File: config.mk
export PLATFORM = sky130hd
export DESIGN_NAME = dsp_frame_sequencer_flat
export DESIGN_NICKNAME = d
export VERILOG_FILES = /design/src/rtl/dsp_frame_sequencer_if.sv /design/src/rtl/dsp_frame_sequencer.sv /design/src/flat_wrapper.sv
export SDC_FILE = /design/constraint.sdc
export NUM_CORES = 1
export LEC_CHECK = 0
export ABC_AREA = 1
export BUFFER_PORTS_ARGS = -buffer_cell sky130_fd_sc_hd__buf_2
export CORE_MARGIN = 2
export CORE_UTILIZATION = 53
export DETAILED_ROUTE_END_ITERATION = 10
export PLACE_DENSITY = 0.78
export SETUP_SLACK_MARGIN = 0.15
export SLEW_MARGIN = 20
export SYNTH_ARGS = -nofsm -noshare
export SYNTH_HDL_FRONTEND = slang
export SYNTH_SLANG_ARGS = --single-unit
export TNS_END_PERCENT = 10
File: constraint.sdc
create_clock -name clk -period 2.57 [get_ports clk]
set_input_delay 0.1285 -clock clk [delete_from_list [all_inputs] [get_ports clk]]
set_output_delay 0.1285 -clock clk [all_outputs]
set_load 0.005 [all_outputs]
File: src/rtl/dsp_frame_sequencer_if.sv
// dsp_frame_sequencer_if: input frame, output frame and core tick/ready bundle.
// master drives frames in and plays the core; slave is the sequencer.
interface dsp_frame_sequencer_if #(
  parameter int data_width    = 16,
  parameter int n_io_channels = 2
);
  localparam int fw = n_io_channels * data_width;
  localparam int cw = (n_io_channels > 1) ? $clog2(n_io_channels) : 1;

  logic [fw-1:0]         in_frame;
  logic                  in_valid;
  logic                  in_ready;
  logic [fw-1:0]         out_frame;
  logic                  out_valid;
  logic                  out_ready;
  logic                  core_tick;
  logic [data_width-1:0] core_sample_in;
  logic [cw-1:0]         core_channel;
  logic [data_width-1:0] core_sample_out;
  logic                  core_ready;

  modport master (
    output in_frame, in_valid, out_ready,
    output core_sample_out, core_ready,
    input  in_ready, out_frame, out_valid,
    input  core_tick, core_sample_in, core_channel
  );

  modport slave (
    input  in_frame, in_valid, out_ready,
    input  core_sample_out, core_ready,
    output in_ready, out_frame, out_valid,
    output core_tick, core_sample_in, core_channel
  );
endinterface

File: src/rtl/dsp_frame_sequencer.sv
// dsp_frame_sequencer: frame FIFO feeding a tick/ready core channel by channel.
// Define DSP_FRAME_SEQ_TIMEOUT_EN to add a core_ready watchdog that faults.
module dsp_frame_sequencer #(
  parameter int data_width     = 16,
  parameter int n_io_channels  = 2,
  parameter int fifo_depth     = 4,
  parameter int timeout_cycles = 4096,
  parameter int ctr_width      = 32
) (
  input  logic                 clk,
  input  logic                 reset,
  input  logic                 full_reset,
  input  logic                 enable,
  dsp_frame_sequencer_if.slave bus,
  output logic                 error,
  output logic [ctr_width-1:0] overrun_count,
  output logic [ctr_width-1:0] frames_done,
  output logic                 busy
);
  localparam int fw = n_io_channels * data_width;
  localparam int cw = (n_io_channels > 1) ? $clog2(n_io_channels) : 1;
  localparam int aw = $clog2(fifo_depth);

  typedef enum logic [2:0] {
    IDLE, ISSUE, SETTLE, WAIT, OUTPUT, FAULT
  } state_t;

  state_t        state;
  logic [fw-1:0] mem [fifo_depth];
  logic [aw-1:0] wr_ptr;
  logic [aw-1:0] rd_ptr;
  logic [aw:0]   count;
  logic [aw:0]   count_nxt;
  logic [fw-1:0] frame_q;
  logic [fw-1:0] result_q;
  logic [fw-1:0] res_nxt;
  logic [fw-1:0] head;
  logic [cw-1:0] ch;
  logic [cw-1:0] ch_nxt;
  logic          rst;
  logic          push;
  logic          pop;
  logic          last_ch;
  logic          timed_out;

  assign rst     = reset | full_reset;
  assign push    = bus.in_valid & bus.in_ready;
  assign pop     = (state == IDLE) & (count != '0);
  assign head    = mem[rd_ptr];
  assign last_ch = (ch == cw'(n_io_channels - 1));
  assign ch_nxt  = ch + cw'(1);
  assign busy    = (state != IDLE);
  assign count_nxt = count + (aw+1)'(push) - (aw+1)'(pop);

  always_comb begin
    res_nxt = result_q;
    res_nxt[ch*data_width +: data_width] = bus.core_sample_out;
  end

`ifdef DSP_FRAME_SEQ_TIMEOUT_EN
  localparam int tw = $clog2(timeout_cycles + 1);
  logic [tw-1:0] wait_cnt;

  // Zero outside WAIT, so it starts cleared on every WAIT entry.
  always_ff @(posedge clk) begin
    if (rst || state != WAIT) wait_cnt <= '0;
    else                      wait_cnt <= wait_cnt + tw'(1);
  end

  assign timed_out = (wait_cnt == tw'(timeout_cycles - 1));
`else
  assign timed_out = 1'b0;
`endif

  always_ff @(posedge clk) begin
    if (push) mem[wr_ptr] <= bus.in_frame;
  end

  always_ff @(posedge clk) begin
    if (rst) begin
      state              <= IDLE;
      wr_ptr             <= '0;
      rd_ptr             <= '0;
      count              <= '0;
      bus.in_ready       <= 1'b1;
      frame_q            <= '0;
      result_q           <= '0;
      ch                 <= '0;
      bus.out_frame      <= '0;
      bus.out_valid      <= 1'b0;
      bus.core_tick      <= 1'b0;
      bus.core_sample_in <= '0;
      bus.core_channel   <= '0;
      error              <= 1'b0;
      overrun_count      <= '0;
      frames_done        <= '0;
    end else begin
      if (push) wr_ptr <= wr_ptr + aw'(1);
      if (pop)  rd_ptr <= rd_ptr + aw'(1);
      count        <= count_nxt;
      bus.in_ready <= (count_nxt != (aw+1)'(fifo_depth));
      if (bus.in_valid && !bus.in_ready && overrun_count != '1)
        overrun_count <= overrun_count + ctr_width'(1);
      bus.core_tick <= 1'b0;
      unique case (state)
        IDLE: begin
          if (pop) begin
            frame_q <= head;
            ch      <= '0;
            if (enable) begin
              bus.core_tick      <= 1'b1;
              bus.core_sample_in <= head[data_width-1:0];
              bus.core_channel   <= '0;
              state              <= ISSUE;
            end else begin
              bus.out_frame <= head;
              bus.out_valid <= 1'b1;
              state         <= OUTPUT;
            end
          end
        end
        ISSUE:  state <= SETTLE;
        // Core ready lags the tick by a cycle; skip that stale value.
        SETTLE: state <= WAIT;
        WAIT: begin
          if (bus.core_ready) begin
            result_q <= res_nxt;
            if (last_ch) begin
              bus.out_frame <= res_nxt;
              bus.out_valid <= 1'b1;
              state         <= OUTPUT;
            end else begin
              ch                 <= ch_nxt;
              bus.core_tick      <= 1'b1;
              bus.core_sample_in <= frame_q[ch_nxt*data_width +: data_width];
              bus.core_channel   <= ch_nxt;
              state              <= ISSUE;
            end
          end else if (timed_out) begin
            error <= 1'b1;
            state <= FAULT;
          end
        end
        OUTPUT: begin
          if (bus.out_ready) begin
            bus.out_valid <= 1'b0;
            if (frames_done != '1)
              frames_done <= frames_done + ctr_width'(1);
            state <= IDLE;
          end
        end
        FAULT: begin
          error         <= 1'b1;
          bus.out_valid <= 1'b0;
        end
        default: begin
          error         <= 1'b1;
          bus.out_valid <= 1'b0;
          state         <= FAULT;
        end
      endcase
    end
  end
endmodule
File: src/flat_wrapper.sv
// flat-port wrapper written by rule: the top's interface ports become plain ports
module dsp_frame_sequencer_flat 
#(
  parameter int data_width     = 16,
  parameter int n_io_channels  = 2,
  parameter int fifo_depth     = 4,
  parameter int timeout_cycles = 4096,
  parameter int ctr_width      = 32
)
  (clk, reset, full_reset, enable, error, overrun_count, frames_done, busy, bus_in_frame, bus_in_valid, bus_out_ready, bus_core_sample_out, bus_core_ready, bus_in_ready, bus_out_frame, bus_out_valid, bus_core_tick, bus_core_sample_in, bus_core_channel);
  dsp_frame_sequencer_if #(.data_width(data_width), .n_io_channels(n_io_channels)) bus_i ();
  input  logic clk;
  input  logic reset;
  input  logic full_reset;
  input  logic enable;
  output logic error;
  output logic [ctr_width-1:0] overrun_count;
  output logic [ctr_width-1:0] frames_done;
  output logic busy;
  input wire logic [$bits(bus_i.in_frame)-1:0] bus_in_frame;
  input wire logic [$bits(bus_i.in_valid)-1:0] bus_in_valid;
  input wire logic [$bits(bus_i.out_ready)-1:0] bus_out_ready;
  input wire logic [$bits(bus_i.core_sample_out)-1:0] bus_core_sample_out;
  input wire logic [$bits(bus_i.core_ready)-1:0] bus_core_ready;
  output wire logic [$bits(bus_i.in_ready)-1:0] bus_in_ready;
  output wire logic [$bits(bus_i.out_frame)-1:0] bus_out_frame;
  output wire logic [$bits(bus_i.out_valid)-1:0] bus_out_valid;
  output wire logic [$bits(bus_i.core_tick)-1:0] bus_core_tick;
  output wire logic [$bits(bus_i.core_sample_in)-1:0] bus_core_sample_in;
  output wire logic [$bits(bus_i.core_channel)-1:0] bus_core_channel;
  assign bus_i.in_frame = bus_in_frame;
  assign bus_i.in_valid = bus_in_valid;
  assign bus_i.out_ready = bus_out_ready;
  assign bus_i.core_sample_out = bus_core_sample_out;
  assign bus_i.core_ready = bus_core_ready;
  assign bus_in_ready = bus_i.in_ready;
  assign bus_out_frame = bus_i.out_frame;
  assign bus_out_valid = bus_i.out_valid;
  assign bus_core_tick = bus_i.core_tick;
  assign bus_core_sample_in = bus_i.core_sample_in;
  assign bus_core_channel = bus_i.core_channel;
  dsp_frame_sequencer #(.data_width(data_width), .n_io_channels(n_io_channels), .fifo_depth(fifo_depth), .timeout_cycles(timeout_cycles), .ctr_width(ctr_width)) u_core (.clk(clk), .reset(reset), .full_reset(full_reset), .enable(enable), .bus(bus_i), .error(error), .overrun_count(overrun_count), .frames_done(frames_done), .busy(busy));
endmodule
Yosys cells after proc, flatten, opt, wreduce, memory -nomap -nowiden
Memories as Yosys holds them, arrays and structs flattened. A register that Yosys moved wholly into a read port is not among the register bits.
Index checks and enable logic that the tools add are counted.

word-level totals
  bits in registers = 192
  RAM bits = 128
  input bits = 55
  output and inout bits = 118
  logic and storage cells = 106
  memories kept = 1

memory list
  memory      words  bits a word  rd ports  clocked after Yosys merged registers in  write ports  RTL line                   RTL
  u_core.mem  4      32           1         1                                        1            dsp_frame_sequencer.sv:29  logic [fw-1:0] mem [fifo_depth];

cells by class
  add/subtract/negate cells = 8
  equality and inequality tests = 15
  shift-type cells = 3
  mux-type cells = 41
  bitwise logic cells = 5
  reduce and logical (&&, ||, !) cells = 17

operator list
  operator                                                                  number
  32-bit 2-to-1 mux                                                         4
  32-bit by 1-bit adder with 32-bit output, second input constant           2
  16-bit 2-to-1 mux                                                         4
  32-bit inequality test, second input constant                             2
  32-bit one-hot mux with 2 select lines                                    1
  5-bit negator with 34-bit output                                          1
  16-bit by 34-bit variable shift with 32-bit output, first input constant  1
  16-bit by 34-bit variable part select with 32-bit output                  1
  32-bit bitwise mux                                                        1
  16-bit one-hot mux with 2 select lines                                    1
  32-bit by 6-bit variable part select with 16-bit output                   1
  1-bit 2-to-1 mux                                                          18
  3-bit one-hot mux with 6 select lines                                     1
  3-bit 2-to-1 mux                                                          5
  2-bit inequality test, second input constant                              5
  5-bit AND reduction                                                       2
  3-bit by 2-bit equality test with 1-bit output, second input constant     2
  3-bit equality test, second input constant                                2
  1-bit one-hot mux with 2 select lines                                     3
  3-bit AND reduction                                                       2
  6-bit AND reduction                                                       1
  3-bit nonzero test                                                        2
  5-bit OR reduction                                                        1
  2-bit by 1-bit adder with 2-bit output, second input constant             2
  other kinds (18)                                                          24

Longest topological paths before layout
  word-level depth = 6
  gate-level depth with buffers = 14

Worst setup path before layout
OpenSTA, ideal clock, no wires.

  path type = flip-flop to flip-flop
  from = reg u_core.state[0]
  to = reg u_core.bus.in_ready
  library setup time = 125 ps
  arrival = 2436 ps
  setup slack = 9 ps
  cell stages (with the launch flop) = 14
  path buffers = 1
  path through = dfxtp_1 nor2_4 nand2_4 nor2_8 buf_1 ha_1 inv_1 ha_1 inv_1 fa_1 xor2_1 o21ai_0 a21oi_1 nand3_1

between the ends
  cells in the longest elaborated chain, start to end = 4

ends and longest elaborated chain
  item                                         RTL line                      RTL
  start: declaration                           dsp_frame_sequencer.sv:28     state_t state;
  start signal: assignment                     dsp_frame_sequencer.sv:81     state <= IDLE;
  start signal: assignment                     dsp_frame_sequencer.sv:114    state <= ISSUE;
  start signal: assignment                     dsp_frame_sequencer.sv:118    state <= OUTPUT;
  3-bit logical NOT                            dsp_frame_sequencer.sv:48     assign pop = (state == IDLE) & (count != '0);
  1-bit AND                                    dsp_frame_sequencer.sv:48
  named net u_core.pop                         dsp_frame_sequencer.sv:42     logic pop;
  3-bit by 1-bit subtractor with 3-bit output  dsp_frame_sequencer.sv:53     assign count_nxt = count + (aw+1)'(push) - (aw+1)'(pop);
  3-bit inequality test                        dsp_frame_sequencer.sv:101    bus.in_ready <= (count_nxt != (aw+1)'(fifo_depth));
  end signal: assignment                       dsp_frame_sequencer.sv:101
  end: declaration                             dsp_frame_sequencer_if.sv:32  output in_ready, out_frame, out_valid,

The timed path passes the listed nets, and every way through them passes these cells.
A chain may end at the register's enable or synchronous reset.

Worst setup path after layout
  from = reg u_core.state[1]
  to = reg u_core.bus.in_ready

between the ends
  cells in the longest elaborated chain, start to end = 4

ends and longest elaborated chain
  item                                         RTL line
  3-bit logical NOT                            dsp_frame_sequencer.sv:48
  1-bit AND                                    dsp_frame_sequencer.sv:48
  3-bit by 1-bit subtractor with 3-bit output  dsp_frame_sequencer.sv:53
  3-bit inequality test                        dsp_frame_sequencer.sv:101

No other way between the ends.

==> metrics.txt <==
sequential fraction of the synthesis area 54.2%; vias per cell 5.45; die area 28200 sq um; CTS tree yes; CP endpoint kind flop; Remaining Overflow, GRT 0; Num CTS Buffers 35; gp weighted congestion 0.927; CP max-delay cell dfxtp_4; routed wire length 38400 microns; CP Cell Sequence nor2_4 -> nand2_4 -> nor2_8 -> ha_1 -> inv_1 -> ha_1 -> inv_1 -> fa_2 -> xor2_1 -> o21ai_1 -> a21oi_1 -> nand3_1; CTS root buf clkbuf_16; Pleak 6.85 nW; clk buf depth 3; yosys warns 0; vias in the first global route 11700; CP Data Arrival Time 2.67 ns; Die H 168 microns; R2R setup slack 0.29 ns; #FFs+latches synth 322; GR Util All Layers 26.5%; clk sink count 322; most common cell after layout, fill and taps aside nand2_1; I/O pin count 173; max_cap viols 0; final core utilization 63.3%; status finished clean; CP Class reg -> reg; total power 15.1 mW; Setup TNS Final 0 ns; core area 26700 sq um; Cells after Synth 1821; Crit Path Max Fanout 4; Post-synth EDFFs 128; # DRC 0; mean area per synthesized cell 7.83 sq um; most frequent cells in the layout nand2_1, nor2_1, dfxtp_1; Port Buf Inserts 172; num rows 60; RSZ-0062 raised after global routing no; post-route setup slack 0.286 ns; min-delay worst type in -> reg; pre-CTS setup slack 0.187 ns; fin crit period 2.28 ns; Net Count, Synth 1885; Clock Latency Late Sink 0.53 ns; Antenna Nets Post-Route 0; Die Width 168 microns; largest net degree at the start of global routing 142; iteration-0 DRC count of the detailed router 1199; initial antenna violation count 1; Pre-Repair DR Iteration Count 6; f_max 0.438 GHz; skew final 0.0337 ns; Slew HR 38.5%; CP top delay family adder cells; area grow syn2layout 18.5%; Worst-path clk slew 0.06 ns; Least-Margin Pin Slew 0.921 ns; Final Hold Viols 0; WL per Instance 16.1 microns; via count 13000; PwrDens 895 nW/um^2; first-pass GRT wire length 60100 microns; Final HPWL DP 25400 microns; final worst-path cycle share 88.9%; Synth Cell Area 14200 sq um; max-slew violation count 0; commonest register cell after synthesis dfxtp_1; ys async rst share 0%; CP required 2.95 ns; CP bufs+invs 2; Final Setup Violations 0; layout cells sized above 1 14.3%; Worst VDD drop 0.667 mV; NumNets Final 2069; startpoint types flop; Starting Density 53.5%; delay of the slowest critical-path stage 0.37 ns; Unique masters post-synth 33; H-tree depth 2
## final timing paths
check | from | end | cells after the start
hold reg to reg | u_core.result_q[6] | u_core.result_q[6] | 2
setup reg to reg | u_core.state[1] | u_core.bus.in_ready | 12
setup / recovery | u_core.state[1] | u_core.bus.in_ready | 12
hold / removal | bus_core_sample_out[1] | u_core.result_q[1] | 5
## through the flow
| stage | instance area (sq um) | instances | hold slack, ns |
|---|---|---|---|
| floorplan | 14300 | 1821 | 0.227 |
| global placement | 15400 | 2270 | 0.336 |
| CTS | 16800 | 2368 | 0.00342 |
| global route | 16900 | 2372 | 0.0279 |
| finish | 16900 | 2376 | 0.0157 |
| detailed placement | 15400 | 2270 | 0.344 |
## kinds of logic after synthesis
kind of cell,count (synthesis),synth area share (%)
AO/OA/AOI/OAI,257,9.37
XOR/XNOR,6,0.369
adder cells (fa/ha/maj),9,0.843
buffers and inverters,182,5.11
flip-flops,322,54.2
AND/OR/NAND/NOR,1045,30.1
## layout make-up
class                      instances  area (sq um)
multi-input combinational       1317          5810
clock buffer                      50           996
antenna                            4          10.0
clock inverter                    13           111
inverter                          97           364
timing repair buffer             232          1420
tap                              341           427
sequential                       322          7740
fill                            2269          9770
## state kept, by name, summed over array words and instances, names as in the netlist, 3 cells and up, named ones only
register,count
u_core.mem,128
u_core.bus.out_frame,32
u_core.frame_q,32
u_core.frames_done,32
u_core.overrun_count,32
u_core.result_q,32
u_core.bus.core_sample_in,16
u_core.count,3
u_core.state,3
## synthesized netlist by cell type (9+ instances only)
cell type	instances	area (sq um)
nand2_1	567	2130
nor2_1	281	1050
dfxtp_1	194	3880
nand3_1	154	771
a21oi_1	131	656
edfxtp_1	128	3840
o21ai_0	94	470
inv_1	87	327
clkbuf_1	44	165
buf_2	24	120
a22oi_1	16	120
nand4_1	16	100
buf_1	13	48.8
o21ai_1	12	60.1
inv_2	9	33.8
## power breakdown
group | leakage, nW | internal [mW] | switching [mW]
Combinational | 3.55 | 1.23 | 2.74
Sequential | 2.75 | 5.93 | 0.372
Clock | 0.547 | 2.81 | 2.03
Total | 6.85 | 9.98 | 5.14
## tightest hold or removal path, cell delays in order
cell and delay, ns:
buf_2 0.11, nand2_1 0.05, nand2_1 0.06, nand2_1 0.07
a21oi_1 0.06
## metal layers
layer	vias up	share of wire (%)	track usage (%)
met5	-	0	0
met4	0	2.7	8.20
met3	82	7.1	3.78
met2	545	48	44.6
met1	5999	43	35.6
li1	6332	-	-
## repair_timing
action | 4_1_cts | 5_1_grt
setup buffers | 0 | 4
setup endpoints to repair | 0 | 1
endpoints found under the hold margin | 131 | 0
hold buffers | 35 | 0
gates resized for setup | 0 | 7
Power figures use the tool's default switching activity.
